File: src/rtl/window_scan_ctrl.sv
// Raster-scan sequencer for the shift-register window extractor.
// Tracks pixel position, qualifies non-wrapping windows and holds them against downstream backpressure.
module window_scan_ctrl #(
  parameter int unsigned frame_width  = 640,
  parameter int unsigned frame_height = 480,
  parameter int unsigned block_width  = 1,
  parameter int unsigned block_height = 8,
  parameter int unsigned x_bits       = 10,
  parameter int unsigned y_bits       = 9
) (
  input  logic              clk,
  input  logic              rst,
  input  logic              in_valid,
  input  logic              in_sof,
  output logic              in_ready,
  output logic              shift_en,
  output logic              win_valid,
  input  logic              win_ready,
  output logic [x_bits-1:0] win_x,
  output logic [y_bits-1:0] win_y,
  output logic              frame_done,
  output logic              err_sof
);

  localparam logic [0:0] IDLE = 1'b0;
  localparam logic [0:0] SCAN = 1'b1;

  localparam logic [x_bits-1:0] X_LAST = x_bits'(frame_width - 1);
  localparam logic [y_bits-1:0] Y_LAST = y_bits'(frame_height - 1);
  localparam logic [x_bits-1:0] X_OFF  = x_bits'(block_width - 1);
  localparam logic [y_bits-1:0] Y_OFF  = y_bits'(block_height - 1);
  localparam logic [x_bits:0]   BW_EXT = (x_bits + 1)'(block_width);
  localparam logic [y_bits:0]   BH_EXT = (y_bits + 1)'(block_height);

  logic [0:0]        state, state_n;
  logic [x_bits-1:0] col, col_n, px, win_x_n;
  logic [y_bits-1:0] row, row_n, py, win_y_n;
  logic              win_valid_n, frame_done_n, err_sof_n;
  logic              accept, take, qual;

  // Shifting is blocked only while an unconsumed window is held.
  assign in_ready = ~(win_valid & ~win_ready);
  assign accept   = in_valid & in_ready;
  assign shift_en = take & ~rst;

  always_ff @(posedge clk or posedge rst) begin
    if (rst) begin
      state      <= IDLE;
      col        <= '0;
      row        <= '0;
      win_valid  <= 1'b0;
      win_x      <= '0;
      win_y      <= '0;
      frame_done <= 1'b0;
      err_sof    <= 1'b0;
    end else begin
      state      <= state_n;
      col        <= col_n;
      row        <= row_n;
      win_valid  <= win_valid_n;
      win_x      <= win_x_n;
      win_y      <= win_y_n;
      frame_done <= frame_done_n;
      err_sof    <= err_sof_n;
    end
  end

  always_comb begin
    state_n      = state;
    col_n        = col;
    row_n        = row;
    win_valid_n  = win_valid;
    win_x_n      = win_x;
    win_y_n      = win_y;
    frame_done_n = 1'b0;
    err_sof_n    = 1'b0;
    take         = 1'b0;
    px           = col;
    py           = row;
    qual         = 1'b0;

    case (state)
      IDLE: begin
        if (accept && in_sof) begin
          take = 1'b1;
          px   = '0;
          py   = '0;
        end
      end
      SCAN: begin
        if (accept) begin
          take = 1'b1;
          // A mid-frame SOF restarts the scan; the refill requirement hides stale pixels.
          if (in_sof) begin
            px        = '0;
            py        = '0;
            err_sof_n = 1'b1;
          end
        end
      end
      default: state_n = IDLE;
    endcase

    if (take) begin
      qual = (({1'b0, px} + (x_bits + 1)'(1)) >= BW_EXT) &&
             (({1'b0, py} + (y_bits + 1)'(1)) >= BH_EXT);
      if (px == X_LAST) begin
        col_n = '0;
        if (py == Y_LAST) begin
          state_n      = IDLE;
          row_n        = '0;
          frame_done_n = 1'b1;
        end else begin
          state_n = SCAN;
          row_n   = py + y_bits'(1);
        end
      end else begin
        state_n = SCAN;
        col_n   = px + x_bits'(1);
        row_n   = py;
      end
    end

    if (take && qual) begin
      win_valid_n = 1'b1;
      win_x_n     = px - X_OFF;
      win_y_n     = py - Y_OFF;
    end else if (win_ready) begin
      win_valid_n = 1'b0;
    end
  end

endmodule
File: config.mk
export PLATFORM = sky130hd
export DESIGN_NAME = window_scan_ctrl
export DESIGN_NICKNAME = d
export VERILOG_FILES = /design/src/rtl/window_scan_ctrl.sv
export SDC_FILE = /design/constraint.sdc
export NUM_CORES = 1
export LEC_CHECK = 0
export ABC_AREA = 1
export CAP_MARGIN = 0
export CORE_MARGIN = 5
export CORE_UTILIZATION = 35
export CTS_CLUSTER_DIAMETER = 50
export DETAILED_ROUTE_END_ITERATION = 8
export HOLD_SLACK_MARGIN = 0.06
export PLACE_DENSITY = 0.61
export REMOVE_ABC_BUFFERS = 1
export SYNTH_ARGS = -nofsm -noshare
export SYNTH_HDL_FRONTEND = slang
export SYNTH_SLANG_ARGS = --single-unit
File: constraint.sdc
create_clock -name clk -period 2.6 [get_ports clk]
set_clock_uncertainty 0.2 [all_clocks]
set_input_delay 0.52 -clock clk [delete_from_list [all_inputs] [get_ports clk]]
set_output_delay 0.52 -clock clk [all_outputs]
set_load 0.05 [all_outputs]
**Word level (Yosys, flattened, before mapping)**

Index checks and enable logic that the tools add are counted.

- Magnitude comparators: 2
- Equal/unequal tests: 2
- Add/subtract/negate cells: 5
- Muxes and demuxes: 25
- Bitwise operators: 7
- Reduce and logical (&&, ||, !) cells: 4

Operators by type and width:

| operator | count |
|---|---|
| $mux 9 | 5 |
| $mux 10 | 4 |
| $pmux 10 s2 | 1 |
| $pmux 9 s2 | 1 |
| $mux 1 | 13 |
| $add 10x1->11 const B | 1 |
| $ge 11x1->1 const B | 1 |
| $add 10x1->10 const B | 1 |
| $add 9x1->10 const B | 1 |
| $eq 10x10->1 const B | 1 |
| $ge 10x4->1 const B | 1 |
| $add 9x1->9 const B | 1 |
| $eq 9x9->1 const B | 1 |
| $sub 9x3->9 const B | 1 |
| $not 1->1 | 4 |
| $and 1x1->1 | 3 |
| $logic_and 1x1->1 | 3 |
| $pmux 1 s2 | 1 |
| $reduce_bool 2->1 | 1 |

- Output and inout port bits: 24
- Logic and storage cells: 53
- Bits of input ports: 5
- Register bits after elaboration: 42

**Depth between registers and ports, before layout**

- Word-level depth: 13
- Gate-level depth with buffers: 23
- Gate-level depth less buffers: 19

**Worst setup path after synthesis**

OpenSTA, ideal clock, no wires.

- Path type: reg-to-reg
- Start: register win_valid
- End: register win_y[2]
- Stages on the path, launching flop included: 22
- Required time: 2281 ps
- Clock period less this slack: 3231 ps
- Library setup time: 119 ps
- Slack: -631 ps
- Data arrival time: 2912 ps
- Cells stage by stage: dfrtp_1 nand2_4 nand3_4 buf_12 buf_8 buf_2 nand2_1 inv_1 ha_1 nand2_1 inv_1 nand3_1 nor2_1 nand3_1 nand2_1 nand3_1 nor2_1 nand2_2 buf_6 buf_6 nand4_1 nand2_1

- Longest elaborated chain between the ends: 11
- Elaborated cells on any way between the ends: 21
- Classes of those cells: add/sub (3); order compare (2); mux (10); bitwise (3); reduce/logical (3)

Ends and longest elaborated chain:

| element | line | text |
|---|---|---|
| start, declared | 17 | `output logic win_valid,` |
| start signal, assigned | 60 | `win_valid <= win_valid_n;` |
| $and 1x1->1 (*) | 42 | `assign in_ready = ~(win_valid & ~win_ready);` |
| $not 1->1 (*) | 42 |  |
| named net in_ready | 15 | `output logic in_ready,` |
| $and 1x1->1 (*) | 43 | `assign accept = in_valid & in_ready;` |
| $logic_and 1x1->1 | 84 | `if (accept && in_sof) begin` |
| $mux 10 | 84 |  |
| $pmux 10 s2 (*) | 82 | `case (state)` |
| named net px[1] | 36 | `logic [x_bits-1:0] col, col_n, px, win_x_n;` |
| $add 10x1->11 (*) | 105 | `qual = (({1'b0, px} + (x_bits + 1)'(1)) >= BW_EXT) &&` |
| $ge 11x1->1 (*) | 105 |  |
| $logic_and 1x1->1 (*) | 105 |  |
| $mux 1 (*) | 104 | `if (take) begin` |
| $logic_and 1x1->1 (*) | 124 | `if (take && qual) begin` |
| end signal, assigned | 62 | `win_y <= win_y_n;` |
| end, declared | 20 | `output logic [y_bits-1:0] win_y,` |

Mark *: on every way through the listed nets, which the timed path passes. The rest lies on a longest branch.
A chain may end at the register's enable or synchronous reset.

**Worst setup path in the final report**

- Start: input win_ready
- End: register win_x[2]

- Longest elaborated chain between the ends: 12
- Elaborated cells on any way between the ends: 21
- Classes of those cells: add/sub (2); order compare (2); mux (10); bitwise (4); reduce/logical (3)

Ends and longest elaborated chain:

| element | line | text |
|---|---|---|
| start, declared | 18 | `input logic win_ready,` |
| $not 1->1 (*) | 42 |  |
| $and 1x1->1 (*) | 42 |  |
| $not 1->1 (*) | 42 |  |
| $and 1x1->1 (*) | 43 |  |
| $logic_and 1x1->1 | 84 |  |
| $mux 10 | 84 |  |
| $pmux 10 s2 (*) | 82 |  |
| named net px[0] | 36 |  |
| $add 10x1->11 (*) | 105 |  |
| $ge 11x1->1 (*) | 105 |  |
| $logic_and 1x1->1 (*) | 105 |  |
| $mux 1 (*) | 104 |  |
| $logic_and 1x1->1 (*) | 124 |  |
| end signal, assigned | 61 | `win_x <= win_x_n;` |
| end, declared | 19 | `output logic [x_bits-1:0] win_x,` |

Marks and branches as above.

==> results.yml <==
status:
  status: "finished clean"
worst_setup_path:
  path_class: "primary input to flip-flop"
  cpMostUsedCell: "nand2_4"
  cp_slowest_cell: "o21bai_1"
  cp.arrival_ns: 2.50
  start_kind: "primary input"
  worstSetupEndpoint: "win_x[2]"
  reg2reg_from: "win_valid"
  r2r_end: "win_x[2]"
  worst-path-max-fanout: 8
  cp_slowest_stage_delay_ns: 0.20
  rrSetupSlack_ns: 0.14
  required_ns: 2.58
  cp_cell_sequence: "clkdlybuf4s15_1 > inv_2 > nand2_4 > nand3_4 > nand2_4 > inv_4 > ha_4 > nand2_4 > inv_4 > nand4_4 > o21bai_1 > nand2_2 > nand3_2 > nor2_2 > nand2_2 > nand3_4 > buf_6 > nand2_1 > nand2_1"
  r2r_cells: 17
  startpoint: "win_ready"
  end_kind: "flip-flop"
grt:
  top_usage_layer: "met2"
  grt_use_total_pct: 15.8
  grtUsageMet3_pct: 4.07
  antenna_found_initial: 0
  grtUsageMet1_pct: 21.4
  grt_pass1_wl_microns: 11400
  met2_usage_pct: 25.2
  grt_pass1_vias: 2461
  grt_start_max_net_pins: 43
  gr-total-overflow: 0
yosys:
  synth-simple-area-share_pct: 38.6
  synth_compound_area_share_pct: 5.82
  synth_top_area_share_pct: 40.8
  yosys_warnings: 0
  post-synth-top-area-cell: "dfrtp_1"
  netlist_top_cells_count: "nand2_1 (110), dfrtp_1 (42), inv_1 (35)"
  synth-edff-count: 0
  synth_async_sr_flop_share_pct: 100
  synth_top_family_by_area: "simple AND/OR/NAND/NOR gates"
  synth_area_sq_um: 2580
  synth.area.top_cells: "dfrtp_1 (41%), nand2_1 (16%), nand4_1 (6.6%), inv_1 (5.1%), nand3_1 (4.3%)"
  ys_ff_latch: 42
  ys_types: 36
  synth_mux_area_share_pct: 0
  yosysMostFrequentCell: "nand2_1"
  yosys.area_share.adder_pct: 1.94
  syn_area_per_cell_sq_um: 7.61
  ys.flop_type: "dfrtp_1"
  postSynthCellCount: 339
  synth.yosys.seq_area_share_pct: 40.8
  synth-xor-area-share_pct: 2.38
cells_and_area:
  drive_gt1_share_pct: 30.0
  syn2layout_area_growth_pct: 41.8
  fin_nets: 436
  stdcell_count: 525
  diodes: 0
die:
  rows: 31
  die_h_microns: 95.8
  initial_core_util_pct: 35.7
  dieArea_sq_um: 9180
  core_area_sq_um: 7210
  dieWidth_microns: 95.8
  io_pins: 29
timing:
  max_freq_mhz: 398
  slew_headroom_pct: 63.4
  worst_pin_slew_ns: 0.549
  drv_slew: 0
  finalSetupViolations: 0
  final.min_clock_period_ns: 2.51
  setup_tns_ns: 0
  fin_crit_sh_pct: 96.6
  hold_viol: 0
clocking:
  clk_latency_ns: 0.30
  root_buffer: "clkbuf_8"
  clkSinkCount: 42
  cts_tree: "built"
  numCtsBuffers: 5
  cts_buffer_depth: 2
  clkTransAtPathRegs_ns: 0.08
  h-tree-depth: 2
hold_path:
  hold_class: "flip-flop to flip-flop"
  hp-start: "win_y[4]"
power:
  peakVddDrop_uv: 595
  power_density_nw_per_um2: 834
  leakagePower_nw: 1.89
routing:
  drtIter0Drc: 103
  wl_per_cell_microns: 12.7
  drc_errors: 0
  final_antenna_net_count: 0
  wl_microns: 6690
  dr.pass1.iters: 4
  viasPerCell: 4.76
  route.vias.total: 2501
placed_design:
  port_buffers: 28
  gp_congestion: 0.846
  dp.cells: 512
  place.detailed.hpwl_microns: 4690
run:
  cap_violations: 0
-- sequential cells by signal, summed over array words and instances (netlist names) --
name        cells
state           1
win_valid       1
col            10
err_sof         1
frame_done      1
win_x          10
row             9
win_y           9
-- power by group --
group	switching [W]	total, W	internal (W)
combinational	0.00101	0.00169	0.000680
clock	0.000223	0.000428	0.000205
sequential	0.000132	0.000937	0.000806
-- cell families after synthesis --
| group | Yosys count |
|---|---|
| simple gates | 206 |
| buf+inv | 53 |
| flops | 42 |
| compound gates | 27 |
| xor+xnor | 7 |
| fa+ha+maj | 4 |
-- area by class of cell --
cell class	count	area [sq um]
clock buffers	6	82.6
well taps	99	124
flip-flops and latches	42	1050
fillers	730	3560
inverters	38	149
multi-input cells	244	1400
repair buffers	96	850
-- timing repair --
item,4_1_cts,5_1_grt
pin swaps,9,21
cloned,2,0
gates resized for setup,22,37
endpoints found under the setup margin,34,33
hold buffers,0,0
buffers inserted,3,2
-- worst max-delay path: cells and delay by family --
kind            cells  cell delay (ns)
simple gates       12             1.08
buf+inv             5             0.56
fa+ha+maj           1             0.15
compound gates      1             0.20
-- placed cells by master, fill, tap and decap left out, drive strengths merged --
cell / count
buf: 70
nand3b: 3
a22oi: 1
clkdlybuf4s15: 1
nor2: 30
nand4: 28
o22ai: 1
o21bai: 1
ha: 4
clkinv: 1
a31oi: 1
nand3: 28
xor2: 5
dfrtp: 42
clkdlybuf4s50: 23
o21ai: 19
clkbuf: 6
inv: 37
a21oi: 3
nand2: 116
xnor2: 2
o211ai: 1
dlygate4sd2: 2
nor3: 1
-- worst min-delay path by stage --
stage,to,slack [ns],depth (start not counted)
after floorplan,row[0],0.27,2
after global placement,win_x[8],0.26,2
after detailed placement,win_x[6],0.26,2
after CTS,win_x[6],0.28,2
after global routing,win_y[7],0.29,2
final,win_y[4],0.27,2
-- layer usage --
layer,up-vias,share of wire (%)
li1,1276,-
met1,1163,48
met2,54,46
met3,8,5.4
met4,0,1.3
met5,-,0
-- through the flow --
step	hold slack (ns)	worst slack [ns]	power, W	area, sq um	utilization [%]
after global routing	0.289	-0.0568	0.00324	3660	50.7
after detailed placement	0.257	-0.601	0.00243	3330	46.2
after CTS	0.277	0.0102	0.00297	3510	48.6
final	0.272	0.0885	0.00305	3660	50.7
after floorplan	0.275	-0.896	0.00179	2450	-
after global placement	0.256	-0.561	0.00241	3330	46.2
No activity file was read; power rests on OpenSTA's default activity.
